--- src/rtl/cpu_pkg.sv ---
// Shared CPU definitions: opcode constants, fetch state encoding, reset PC
// default, and the branch-offset helper used by next-PC computation.
package cpu_pkg;

  localparam logic [31:0] DEF_RESET_PC = 32'h0000_0000;

  localparam logic [5:0] OP_RTYPE = 6'h00;
  localparam logic [5:0] OP_J     = 6'h02;
  localparam logic [5:0] OP_BEQ   = 6'h04;
  localparam logic [5:0] OP_BNE   = 6'h05;
  localparam logic [5:0] OP_ADDI  = 6'h08;
  localparam logic [5:0] OP_LUI   = 6'h0F;
  localparam logic [5:0] OP_LW    = 6'h23;
  localparam logic [5:0] OP_SW    = 6'h2B;

  typedef enum logic [1:0] {
    IDLE  = 2'd0,
    REQ   = 2'd1,
    ISSUE = 2'd2
  } fetch_state_e;

  // Word offset from a 16-bit branch immediate, sign-extended to 32 bits.
  function automatic logic [31:0] br_offset(input logic [15:0] imm);
    return {{14{imm[15]}}, imm, 2'b00};
  endfunction

endpackage

--- src/rtl/next_pc_calc.sv ---
// Combinational next-PC selection: jump target, taken branch target, or
// fall-through, in that priority order.
module next_pc_calc
  import cpu_pkg::*;
(
  input  logic [31:0] pc_plus4_i,
  input  logic [25:0] imm26_i,
  input  logic        branch_i,
  input  logic        branch_ne_i,
  input  logic        jump_i,
  input  logic        alu_zero_i,
  output logic [31:0] next_pc_o
);

  logic        taken;
  logic [31:0] br_tgt;
  logic [31:0] j_tgt;

  // beq and bne both asserted: either condition alone takes the branch.
  assign taken  = (branch_i & alu_zero_i) | (branch_ne_i & ~alu_zero_i);
  assign br_tgt = pc_plus4_i + br_offset(imm26_i[15:0]);
  assign j_tgt  = {pc_plus4_i[31:28], imm26_i, 2'b00};

  always_comb begin
    next_pc_o = pc_plus4_i;
    if (jump_i)     next_pc_o = j_tgt;
    else if (taken) next_pc_o = br_tgt;
  end

endmodule

--- src/rtl/fetch_unit.sv ---
// Instruction fetch stage: PC register, imem request/ready handshake and
// issue to decode. Optional perf counters under FETCH_PERF_EN.
module fetch_unit
  import cpu_pkg::*;
#(
  parameter logic [31:0] RESET_PC = DEF_RESET_PC,
  parameter int          XLEN     = 32
) (
  input  logic            clk,
  input  logic            rst,
  output logic            imem_req,
  output logic [XLEN-1:0] imem_addr,
  input  logic [XLEN-1:0] imem_rdata,
  input  logic            imem_ready,
  output logic [XLEN-1:0] instr,
  output logic [5:0]      opcode,
  output logic            instr_valid,
  input  logic            instr_ack,
  input  logic            branch,
  input  logic            branch_ne,
  input  logic            jump,
  input  logic            alu_zero,
  output logic [XLEN-1:0] pc,
`ifdef FETCH_PERF_EN
  output logic [31:0]     fetch_count,
  output logic [31:0]     stall_count,
`endif
  output logic [XLEN-1:0] pc_plus4
);

  fetch_state_e    state_q, state_d;
  logic [XLEN-1:0] pc_q, pc_d;
  logic [XLEN-1:0] instr_q, instr_d;
  logic            vld_q, vld_d;
  logic            req_q, req_d;
  // Address kept as a word index so the low two bits are zero by construction.
  logic [XLEN-3:0] addr_q, addr_d;
  logic [XLEN-1:0] next_pc;

  next_pc_calc u_npc (
    .pc_plus4_i  (pc_plus4),
    .imm26_i     (instr_q[25:0]),
    .branch_i    (branch),
    .branch_ne_i (branch_ne),
    .jump_i      (jump),
    .alu_zero_i  (alu_zero),
    .next_pc_o   (next_pc)
  );

  always_comb begin
    state_d = state_q;
    pc_d    = pc_q;
    instr_d = instr_q;
    vld_d   = vld_q;
    req_d   = req_q;
    addr_d  = addr_q;
    case (state_q)
      IDLE: begin
        state_d = REQ;
        req_d   = 1'b1;
        addr_d  = pc_q[XLEN-1:2];
      end
      REQ: begin
        if (imem_ready) begin
          instr_d = imem_rdata;
          vld_d   = 1'b1;
          req_d   = 1'b0;
          state_d = ISSUE;
        end
      end
      ISSUE: begin
        if (instr_ack) begin
          pc_d    = next_pc;
          vld_d   = 1'b0;
          req_d   = 1'b1;
          addr_d  = next_pc[XLEN-1:2];
          state_d = REQ;
        end
      end
      default: begin
        state_d = IDLE;
        req_d   = 1'b0;
        vld_d   = 1'b0;
      end
    endcase
  end

  always_ff @(posedge clk) begin
    if (rst) begin
      state_q <= IDLE;
      pc_q    <= RESET_PC;
      instr_q <= '0;
      vld_q   <= 1'b0;
      req_q   <= 1'b0;
      addr_q  <= RESET_PC[XLEN-1:2];
    end else begin
      state_q <= state_d;
      pc_q    <= pc_d;
      instr_q <= instr_d;
      vld_q   <= vld_d;
      req_q   <= req_d;
      addr_q  <= addr_d;
    end
  end

`ifdef FETCH_PERF_EN
  logic [31:0] fetch_cnt_q, stall_cnt_q;

  always_ff @(posedge clk) begin
    if (rst) begin
      fetch_cnt_q <= '0;
      stall_cnt_q <= '0;
    end else begin
      if (state_q == ISSUE && instr_ack)   fetch_cnt_q <= fetch_cnt_q + 32'd1;
      if (state_q == REQ   && !imem_ready) stall_cnt_q <= stall_cnt_q + 32'd1;
    end
  end

  assign fetch_count = fetch_cnt_q;
  assign stall_count = stall_cnt_q;
`endif

  assign imem_req    = req_q;
  assign imem_addr   = {addr_q, 2'b00};
  assign instr       = instr_q;
  assign opcode      = instr_q[31:26];
  assign instr_valid = vld_q;
  assign pc          = pc_q;
  assign pc_plus4    = pc_q + 32'd4;

endmodule

--- config.mk ---
export PLATFORM = sky130hd
export DESIGN_NAME = fetch_unit
export DESIGN_NICKNAME = d
export VERILOG_FILES = /design/src/rtl/cpu_pkg.sv /design/src/rtl/next_pc_calc.sv /design/src/rtl/fetch_unit.sv
export SDC_FILE = /design/constraint.sdc
export NUM_CORES = 1
export LEC_CHECK = 0
export ABC_AREA = 1
export CORE_ASPECT_RATIO = 1.5
export CORE_MARGIN = 5
export CORE_UTILIZATION = 51
export DETAILED_ROUTE_END_ITERATION = 16
export PLACE_DENSITY = 0.82
export SLEW_MARGIN = 30
export SYNTH_ARGS = -nofsm -noshare
export SYNTH_HDL_FRONTEND = slang
export SYNTH_SLANG_ARGS = --single-unit
--- constraint.sdc ---
create_clock -name clk -period 4.2 [get_ports clk]
set_clock_uncertainty 0.2 [all_clocks]
set_input_delay 0.84 -clock clk [delete_from_list [all_inputs] [get_ports clk]]
set_output_delay 0.84 -clock clk [all_outputs]
set_load 0.1 [all_outputs]
# Yosys cells after proc, flatten, opt, wreduce, memory -nomap -nowiden
# Index checks and enable logic that the tools add are counted.
# word_totals
out_inout_bits	136
input_bits	40
word_cells	37
register_bits	98
# classes
add_sub_neg	2
bitwise	5
n_eq_ne	4
mux	13
n_reduce_logical	7
# op_table
operator	n
$mux 32	2
$pmux 30 s2	1
$add 32x3->32 const B	1
$add 32x32->32	1
$mux 30	1
$reduce_and 2->1	4
$pmux 1 s3	2
$pmux 2 s3	1
$mux 1	4
$mux 2	2
$ne 2x2->1 const B	2
$reduce_and 3->1	1
$and 1x1->1	2
$eq 2x1->1 const B	1
$eq 2x2->1 const B	1
$logic_not 2->1	1
$not 1->1	2
$reduce_bool 2->1	1
$or 1x1->1	1

# Depth between registers and ports, before layout
# Gate-level depths: netlist of the first run.
# logic_depth
ltp_word	7
depth_mapped	26
ltp_nobuf	26

# Modules after synthesis
# Synthesis of the first run repeated with hierarchy kept, for this count alone.
# hier_totals
cells_unflattened	1224
hier_area_um2	7259.5
# modules_own_cells
module	area_per_inst_um2	seq_area_each_um2	cells_per_inst	instances
fetch_unit	4550.6	1941.9	671	1
next_pc_calc	2708.8	0.0	553	1

# Least setup slack after synthesis of the first run
# No wires, ideal clock.
# synth_path
path_type	reg2reg
from	register pc_q[3] (netlist: pc[3])
to	register pc_q[29] (netlist: pc[29])
slack_ns	-1.090
required_time_ns	3.885
setup_ns	0.115
n_path_buf	0
path_stages_with_launch	23
synth_period_minus_slack_ns	5.290
arrival_time_ns	4.974
path_cell_list	dfxtp_1 ha_1 nand2_2 nor2_4 nand2_2 nor2_4 nand2_2 xor2_1 ha_1 nand2_1 inv_1 nand2_1 nand2_1 a21oi_1 nor2_1 nor2_1 nand2_1 nand2_1 nand2_1 nand2_1 nand2_1 o21ai_0 inv_1
# synth_via
elab_chain_cells	4
# synth_lines
element	line	rtl
start: declaration	fetch_unit.sv:32	logic [XLEN-1:0] pc_q, pc_d;
start signal: assignment	fetch_unit.sv:98	pc_q <= pc_d;
$add 32x3->32	fetch_unit.sv:129	assign pc_plus4 = pc_q + 32'd4;
named net pc_plus4[16]	fetch_unit.sv:28	output logic [XLEN-1:0] pc_plus4
$add 32x32->32	next_pc_calc.sv:21	assign br_tgt = pc_plus4_i + br_offset(imm26_i[15:0]);
$mux 32	next_pc_calc.sv:27	else if (taken) next_pc_o = br_tgt;
$mux 32	next_pc_calc.sv:26	if (jump_i) next_pc_o = j_tgt;
# The timed path passes the listed nets, and every way through them passes these cells.
# A chain may end at the register's enable or synchronous reset.

# Final worst setup path of the first run
# layout_path
from	register pc_q[2] (netlist: pc[2])
to	register pc_q[25] (netlist: pc[25])
# layout_via
elab_chain_cells	4
# layout_lines
element	line
$add 32x3->32 (*)	fetch_unit.sv:129
$add 32x32->32	next_pc_calc.sv:21
$mux 32 (*)	next_pc_calc.sv:27
$mux 32 (*)	next_pc_calc.sv:26
# Mark *: on every way between the ends. The rest lies on a longest branch, timed or not.

==> results.cfg, run 1 <==
[run_status]
status = completed

[final_layout]
layout.nets = 1467
area_growth_pct = 30.7
fillers = 1306
drive_above_1_share_pct = 8.67
fin_cells = 1587
multi_input_area_sq_um = 4560
final_util_pct = 68.1
diodes = 0
register_area_sq_um = 1920
design_area_sq_um = 9620

[global_routing]
grt_antenna_before_repair = 0
grt_overflow = 0
grt_max_degree = 53
use_met2_pct = 55.3
use_met1_pct = 38.1
top_usage_layer = met2
grt.met3_usage_pct = 4.27
track_usage_pct = 31.8
grt_pass1_vias = 8315
grt_first_pass_wirelength_microns = 42400

[detailed_routing]
wl_microns = 27300
firstDrtPassIters = 6
via_per_inst = 5.40
dr_total_vias = 8573
wl_per_cell_microns = 17.2
final_antenna_net_count = 0
drtIter0Drc = 687
drc_errors = 0

[pwr]
total_leakage_power_nw = 4.56
clockPowerShare_pct = 30.4
powerDensity_nw_per_um2 = 310
p_int_mw = 1.69
switching_share_pct = 43.1
pwr-share-seq_pct = 33.9
ir_worst_vdd_v = 0.000329
total_power_mw = 2.98
p_switching_mw = 1.29
pwr-share-comb_pct = 35.7

[clocking]
cts_root_buf = clkbuf_16
clock_latency_ns = 0.36
cts_tree = yes
cts_max_level = 3
max-clock-path-buffers = 2
clkSlewWorstSetupHoldPaths_ns = 0.07
clkSinkCount = 95
post_cts_buffers = 0
cts_resized = 0
cts_hold_buffers = 0
cts_buffers = 9

[yosys]
synth_area_leader_cell = dfxtp_1
synth-seq-cells = 95
synth_edf_count = 0
synth_flop_cell = dfxtp_1
netlist-cell-type-count = 41
syn_area_sq_um = 7360
synth.yosys.warnings = 0
synth-async-reset-ratio_pct = 0
ys_seq_area_share_pct = 25.8
synth.area.top_cells = dfxtp_1 26%, nand2_1 18%, a21oi_1 11%
synth_top_area_share_pct = 25.8
syn_area_per_cell_sq_um = 5.92
synthCells = 1243

[placement]
place_hpwl_microns = 21500
dpl_cell_area_sq_um = 9300
place_congestion = 1.02
port_buffers = 169
dp_cells = 1571

[timing]
holdWs_ns = 0.263
setup_violations = 0
slew_viol_final = 0
rsz0062_at_grt = no
finalCriticalPeriod_ns = 3.90
slew_headroom_pct = 30.1
post-route-period-util_pct = 92.8
tightest_slew_ns = 1.05
hold_viol_final = 0
fmax_mhz = 257

[setup_path]
critPathArrivalTime_ns = 3.95
r2r_start = pc[2]
start_kind = flop
worst-setup-path-type = reg2reg
critPathCaptureType = flop
path_max_fanout = 10
crit_start = pc[2]
cp.required_ns = 4.25

[run]
cap_violations = 0

[floorplan]
die_w_microns = 108
io-pin-count = 176
row_count = 53
die-area_sq_um = 17000
dieHeight_microns = 157
coreArea_sq_um = 14100
initial_core_util_pct = 52.1

[min_path]
hold_start = instr[29]
hp-class = reg2reg
==> worst paths after layout <==
kind	depth (start not counted)	endpoint	slack, ns
max	22	pc[25]	0.30
min	2	instr[29]	0.26
max reg2reg	22	pc[25]	0.30
min reg2reg	2	instr[29]	0.26
==> through the flow <==
stage / setup slack (ns) / TNS, ns
3_3_place_gp: 0.483 / 0
3_5_place_dp: 0.376 / 0
5_1_grt: 0.0281 / 0
6_report: 0.302 / 0
4_1_cts: 0.341 / 0
2_1_floorplan: -0.0107 / -0.0107
==> power groups by stage <==
stage	Clock, mW	Combinational (mW)	Sequential [mW]
6_report	0.906	1.06	1.01
5_1_grt	0.945	1.12	1.02
4_1_cts	0.910	1.06	1.01
3_5_place_dp	0	1.06	1.03
3_3_place_gp	0	1.05	1.03
2_1_floorplan	0	0.432	1.38
==> layout make-up <==
cell class	count	area share, %
clock buffer	9	2.34
clock inverter	7	1.07
inverter	214	8.40
multi-input combinational	883	47.4
sequential	95	20.0
tap	192	2.50
timing repair buffer	187	18.3
==> cell usage after synthesis (2+ instances only) <==
| library cell | number |
|---|---|
| o221ai_1 | 4 |
| o21ai_0 | 102 |
| buf_2 | 4 |
| o21ai_1 | 11 |
| nand3_1 | 59 |
| nand3b_1 | 2 |
| nand2_2 | 7 |
| inv_1 | 210 |
| nor3b_1 | 3 |
| and2_1 | 3 |
| nand2_1 | 344 |
| a21oi_1 | 165 |
| dfxtp_1 | 95 |
| o21bai_1 | 7 |
| a21oi_2 | 4 |
| nand4_1 | 8 |
| or2_2 | 2 |
| buf_1 | 2 |
| buf_4 | 12 |
| nor2_1 | 72 |
| nor3_1 | 7 |
| inv_2 | 3 |
| clkbuf_1 | 37 |
| xor2_1 | 23 |
| nor2_2 | 3 |
| nor2_4 | 4 |
| ha_1 | 36 |
==> layout by cell type, fill, tap and decap left out, types with 8 or more instances in the layout <==
| cell type | instances |
|---|---|
| dfxtp_2 | 14 |
| a21oi_1 | 165 |
| nand4_1 | 8 |
| clkbuf_16 | 9 |
| nor2_1 | 72 |
| xor2_1 | 13 |
| nand3_1 | 58 |
| o21ai_1 | 11 |
| nand2_2 | 8 |
| buf_4 | 47 |
| clkdlybuf4s50_1 | 138 |
| dfxtp_1 | 80 |
| nand2_1 | 343 |
| o21ai_0 | 102 |
| ha_1 | 36 |
| inv_1 | 209 |
==> sequential cells by signal (all words and copies together) (netlist names) <==
name         flops
state_q          1
instr_valid      1
addr_q          30
instr           32
imem_req         1
pc              30
==> layer usage <==
metal,part of all wire (%),wire length (microns)
met1,39,10600
met2,49,13300
met3,7.2,1950
met4,5.2,1410
met5,0,0
==> cell families after synthesis <==
logic type	share of synthesized area, %
buffers and inverters	14.5
flip-flops	25.8
XOR/XNOR	2.74
adder cells (fa/ha/maj)	6.39
AO/OA/AOI/OAI	21.3
other	0.0509
AND/OR/NAND/NOR	29.3
==> critical path, stage by stage (launching register included) <==
cell	delay (ns)
dfxtp_2	0.43
ha_1	0.27
nand2_2	0.10
nor2_4	0.17
nand2_2	0.09
nor2_4	0.20
nand2_2	0.14
clkinv_2	0.09
nand3_1	0.06
nand2_1	0.13
clkinvlp_4	0.12
ha_1	0.36
nand2_1	0.14
nor2_1	0.26
nand2_1	0.13
nor3_1	0.14
nand2_1	0.13
nand4_1	0.13
nand3_1	0.12
nand2_1	0.10
nand2_1	0.06
o21ai_0	0.16
inv_1	0.05
Power figures use the tool's default switching activity.
==> run 2, diff against run 1 <==
--- a/config.mk
+++ b/config.mk
@@ -8,9 +8,9 @@
 export ABC_AREA = 1
 export CORE_ASPECT_RATIO = 1.5
 export CORE_MARGIN = 5
-export CORE_UTILIZATION = 51
+export CORE_UTILIZATION = 55
 export DETAILED_ROUTE_END_ITERATION = 16
-export PLACE_DENSITY = 0.82
+export PLACE_DENSITY = 0.87
 export SLEW_MARGIN = 30
 export SYNTH_ARGS = -nofsm -noshare
 export SYNTH_HDL_FRONTEND = slang
==> constraint.sdc (replaced) <==
create_clock -name clk -period 4.8 [get_ports clk]
set_clock_uncertainty 0.2 [all_clocks]
set_input_delay 0.96 -clock clk [delete_from_list [all_inputs] [get_ports clk]]
set_output_delay 0.96 -clock clk [all_outputs]
set_load 0.1 [all_outputs]
==> run 2 against run 1 <==
- sequential power decreased by 13%
- sequential share of layout area increased by 0.21 points
- hold slack gained 0.0062 ns
- combinational power is 13% lower
- cell count fell by 2.5%
- die area fell by 6.7%
- highest routed layer unchanged
- largest cell class unchanged
- critical path depth did not move
- cell area down 2.1%
- non-clock buffer count fell by 7
==> results.cfg, run 2 (synthesized netlist as in run 1, its figures left out) <==
[detailed_routing]
firstDrtPassIters = 5
final_antenna_net_count = 0
wl_microns = 27200
wl_per_cell_microns = 17.6
drc_errors = 0
dr_total_vias = 8431
via_per_inst = 5.45
drtIter0Drc = 560

[global_routing]
grt_max_degree = 67
grt_first_pass_wirelength_microns = 42100
grt_pass1_vias = 8048
track_usage_pct = 33.6
grt_overflow = 0
grt_antenna_before_repair = 0

[clocking]
cts_resized = 0
cts_hold_buffers = 0
post_cts_buffers = 0
clkSlewWorstSetupHoldPaths_ns = 0.07
cts_buffers = 9
cts_root_buf = clkbuf_16
clkSinkCount = 95
cts_max_level = 3
cts_tree = yes
clock_latency_ns = 0.36
max-clock-path-buffers = 2

[floorplan]
row_count = 51
coreArea_sq_um = 13100
die-area_sq_um = 15800
initial_core_util_pct = 56.3
dieHeight_microns = 152
io-pin-count = 176
die_w_microns = 104

[placement]
dpl_cell_area_sq_um = 9100
place_congestion = 0.991
port_buffers = 169
dp_cells = 1531
place_hpwl_microns = 21800

[timing]
fmax_mhz = 254
post-route-period-util_pct = 82.1
rsz0062_at_grt = no
finalCriticalPeriod_ns = 3.94
tightest_slew_ns = 1.06
slew_headroom_pct = 29.3
slew_viol_final = 0
hold_viol_final = 0
setup_violations = 0
fin_setup_tns_ns = 0
holdWs_ns = 0.269

[pwr]
total_leakage_power_nw = 4.51
ir_worst_vdd_v = 0.000226
powerDensity_nw_per_um2 = 275

[setup_path]
cp.required_ns = 4.84
critPathArrivalTime_ns = 3.99
reg2reg_to = pc[25]
path_max_fanout = 10
critPathCaptureType = flop
r2r_start = pc[2]
cp_cell_sequence = ha_1 -> nand2_2 -> nor2_4 -> nand2_2 -> nor2_4 -> nand2_2 -> clkinv_2 -> nand2_1 -> nand2_1 -> nand2_1 -> ha_1 -> nand2_1 -> nor2_1 -> nand2_1 -> nor3_1 -> nand2_1 -> nand4_1 -> nand3_1 -> nand2_1 -> nand2_1 -> o21ai_0 -> inv_1
worstRegToRegCells = 22
crit_path_frequent_cell = nand2_1
reg2reg_setup_slack_ns = 0.86
start_kind = flop
cpPeakStageDelay_ns = 0.55
worst-setup-path-type = reg2reg
slowest_stage = dfxtp_1

[final_layout]
final_cell_mix = 344 x nand2_1, 210 x inv_1, 165 x a21oi_1
design_area_sq_um = 9420
layout.nets = 1460
drive_above_1_share_pct = 6.63
diodes = 0
area_growth_pct = 27.9
largest_reg_flops = 32
mostFrequentLayoutCell = nand2_1
fin_cells = 1547

[run_status]
status = completed

[run]
cap_violations = 0

[min_path]
min_to = addr_q[26]
hold_start = addr_q[26]
hp-class = reg2reg
holdPathStages = 2
run 2: cell types whose count changed in the layout (fill, tap and decap cells not counted), sizes merged:
| cell | before | now |
|---|---|---|
| inv | 214 | 216 |
| buf | 49 | 39 |
| clkinv | 5 | 4 |
| clkdlybuf4s50 | 138 | 141 |
| clkinvlp | 1 | 0 |
run 2: cell type report:
type                    count  area (sq um)
clock buffers               9           225
well taps                 159           199
fillers                  1148          3660
flip-flops and latches     95          1900
inverters                 214           805
repair buffers            180          1700
clock inverters             7           100
multi-input cells         883          4490
run 2: routing by layer:
metal	vias to the layer above	GRT usage [%]	share of wire [%]
li1	4198	-	-
met1	3760	38.9	39
met2	386	59.5	49
met3	87	5.38	7.3
met4	0	17.2	5.3
met5	-	0	0
run 2: critical path, delay by kind of cell, from the launching register on:
family | cells | cell delay, ns
compound gates | 1 | 0.18
fa+ha+maj | 2 | 0.68
buf+inv | 2 | 0.15
flops | 1 | 0.55
simple gates | 17 | 2.07
run 2: power by group:
part	internal, mW	switching [mW]	total [mW]	leakage, nW
Sequential	0.833	0.0500	0.883	0.774
Clock	0.422	0.359	0.781	0.158
Combinational	0.219	0.703	0.922	3.58
run 2: worst max path at each step:
stage | start | slack (ns) | endpoint
floorplan | pc[3] | 0.002 | pc[17]
global placement | pc[2] | 1.02 | addr_q[21]
detailed placement | pc[2] | 0.95 | pc[25]
CTS | pc[2] | 0.89 | pc[25]
global route | pc[2] | 0.56 | pc[19]
finish | pc[2] | 0.86 | pc[25]
run 2: stage by stage:
step | utilization (%) | worst slack, ns | total power [mW]
3_5_place_dp | 69.5 | 0.952 | 1.81
2_1_floorplan | - | 0.00244 | 1.58
5_1_grt | 72.0 | 0.557 | 2.68
4_1_cts | 72.0 | 0.887 | 2.59
6_report | 72.0 | 0.859 | 2.59
3_3_place_gp | 69.5 | 1.02 | 1.80
==> run 3, diff against run 2 <==
--- a/config.mk
+++ b/config.mk
@@ -8,9 +8,9 @@
 export ABC_AREA = 1
 export CORE_ASPECT_RATIO = 1.5
 export CORE_MARGIN = 5
-export CORE_UTILIZATION = 55
+export CORE_UTILIZATION = 51
 export DETAILED_ROUTE_END_ITERATION = 16
-export PLACE_DENSITY = 0.87
+export PLACE_DENSITY = 0.82
 export SLEW_MARGIN = 30
 export SYNTH_ARGS = -nofsm -noshare
 export SYNTH_HDL_FRONTEND = slang
==> constraint.sdc (replaced) <==
create_clock -name clk -period 4 [get_ports clk]
set_clock_uncertainty 0.2 [all_clocks]
set_input_delay 0.8 -clock clk [delete_from_list [all_inputs] [get_ports clk]]
set_output_delay 0.8 -clock clk [all_outputs]
set_load 0.1 [all_outputs]
==> run 3 against run 2 <==
- first-iteration DRC count grew 32%
- critical path depth did not move
- non-clock buffer count increased by 13
- via count increased by 1.9%
- maximum frequency is 5.0% higher
- power is 21% higher
- combinational power increased by 21%
- clock-buffer cell count did not move
- critical endpoint unchanged
- largest cell class unchanged
- largest power group unchanged
==> results.cfg, run 3 (synthesized netlist as in run 1, its figures left out) <==
[timing]
post-route-period-util_pct = 93.8
slew_viol_final = 0
tightest_slew_ns = 1.03
holdWs_ns = 0.266
setup_violations = 0
slew_headroom_pct = 31.1
fin_setup_tns_ns = 0
hold_viol_final = 0
fmax_mhz = 266
finalCriticalPeriod_ns = 3.75
rsz0062_at_grt = no

[floorplan]
die-area_sq_um = 17000
row_count = 53
io-pin-count = 176
coreArea_sq_um = 14100
initial_core_util_pct = 52.1
die_w_microns = 108
dieHeight_microns = 157

[detailed_routing]
wl_microns = 28000
final_antenna_net_count = 0
via_per_inst = 5.39
wl_per_cell_microns = 17.5
drtIter0Drc = 741
drc_errors = 0
dr_total_vias = 8591
firstDrtPassIters = 5

[pwr]
total_leakage_power_nw = 4.60
total_power_mw = 3.12
ir_worst_vdd_v = 0.000293
powerDensity_nw_per_um2 = 322

[placement]
place_hpwl_microns = 22600
place_congestion = 1.01
dpl_cell_area_sq_um = 9380
port_buffers = 169

[final_layout]
final_util_pct = 68.7
largest_reg_flops = 32
design_area_sq_um = 9700
multi_input_area_sq_um = 4590
register_area_sq_um = 1940
drive_above_1_share_pct = 9.85
mostFrequentLayoutCell = nand2_1
layout.nets = 1473
final_cell_mix = 343 x nand2_1, 209 x inv_1, 165 x a21oi_1
fillers = 1325
diodes = 0
area_growth_pct = 31.7

[setup_path]
start_kind = flop
cp.required_ns = 4.04
path_max_fanout = 10
critPathCaptureType = flop
critPathArrivalTime_ns = 3.80
worst-setup-path-type = reg2reg
r2r_start = pc[2]
crit_start = pc[2]

[clocking]
cts_buffers = 9
cts_hold_buffers = 0
max-clock-path-buffers = 2
cts_tree = yes
cts_max_level = 3
clkSlewWorstSetupHoldPaths_ns = 0.08
post_cts_buffers = 0
clkSinkCount = 95
cts_root_buf = clkbuf_16
cts_resized = 0
clock_latency_ns = 0.35

[min_path]
hold_start = instr[26]
hp-class = reg2reg

[run]
cap_violations = 0

[global_routing]
grt_antenna_before_repair = 0
grt_first_pass_wirelength_microns = 43100
track_usage_pct = 32.9
grt_max_degree = 53
grt_pass1_vias = 8256
grt_overflow = 0

[run_status]
status = completed
==> run 3: stage by stage <==
step | setup WS [ns] | cells
floorplan | 0.00986 | 1248
global placement | 0.285 | 1577
detailed placement | 0.281 | 1577
CTS | 0.261 | 1593
global route | 0.00765 | 1593
finish | 0.247 | 1593
==> run 3: power breakdown <==
| group | internal, mW | total [mW] | leakage (nW) | switching (mW) |
|---|---|---|---|---|
| clock network | 0.506 | 0.942 | 0.158 | 0.436 |
| registers | 0.999 | 1.06 | 0.786 | 0.0595 |
| logic | 0.274 | 1.12 | 3.65 | 0.849 |
==> run 3: routing by layer <==
layer | share of wire (%) | GRT usage, % | vias to the layer above
li1 | - | - | 4226
met1 | 39 | 37.9 | 3910
met2 | 49 | 58.0 | 361
met3 | 6.1 | 4.97 | 94
met4 | 5.7 | 17.5 | 0
met5 | 0 | 0 | -
==> run 3: area by class of cell <==
type / count / share of cell area, %
clock buffers: 9 / 2.32
clock inverters: 7 / 1.03
inverters: 214 / 8.34
multi-input cells: 883 / 47.3
flip-flops and latches: 95 / 20.0
well taps: 192 / 2.48
repair buffers: 193 / 18.5
==> run 3: final timing paths <==
path	endpoint	slack, ns	depth (start not counted)
max reg2reg	pc[25]	0.25	22
min	instr[26]	0.27	2
max	pc[25]	0.25	22
min reg2reg	instr[26]	0.27	2
==> run 3: worst max-delay path, stage by stage (launching register included) <==
cell	delay, ns
dfxtp_4	0.41
ha_4	0.16
nand2_2	0.07
nor2_4	0.16
nand2_2	0.10
nor2_4	0.11
nand2_2	0.11
clkinv_2	0.09
nand3_1	0.06
nand2_1	0.15
clkinvlp_4	0.15
ha_1	0.39
nand2_1	0.14
nor2_1	0.27
nand2_1	0.18
nor3_1	0.16
nand2_1	0.11
nand4_1	0.12
nand3_1	0.09
nand2_1	0.08
nand2_1	0.06
o21ai_0	0.20
inv_1	0.05
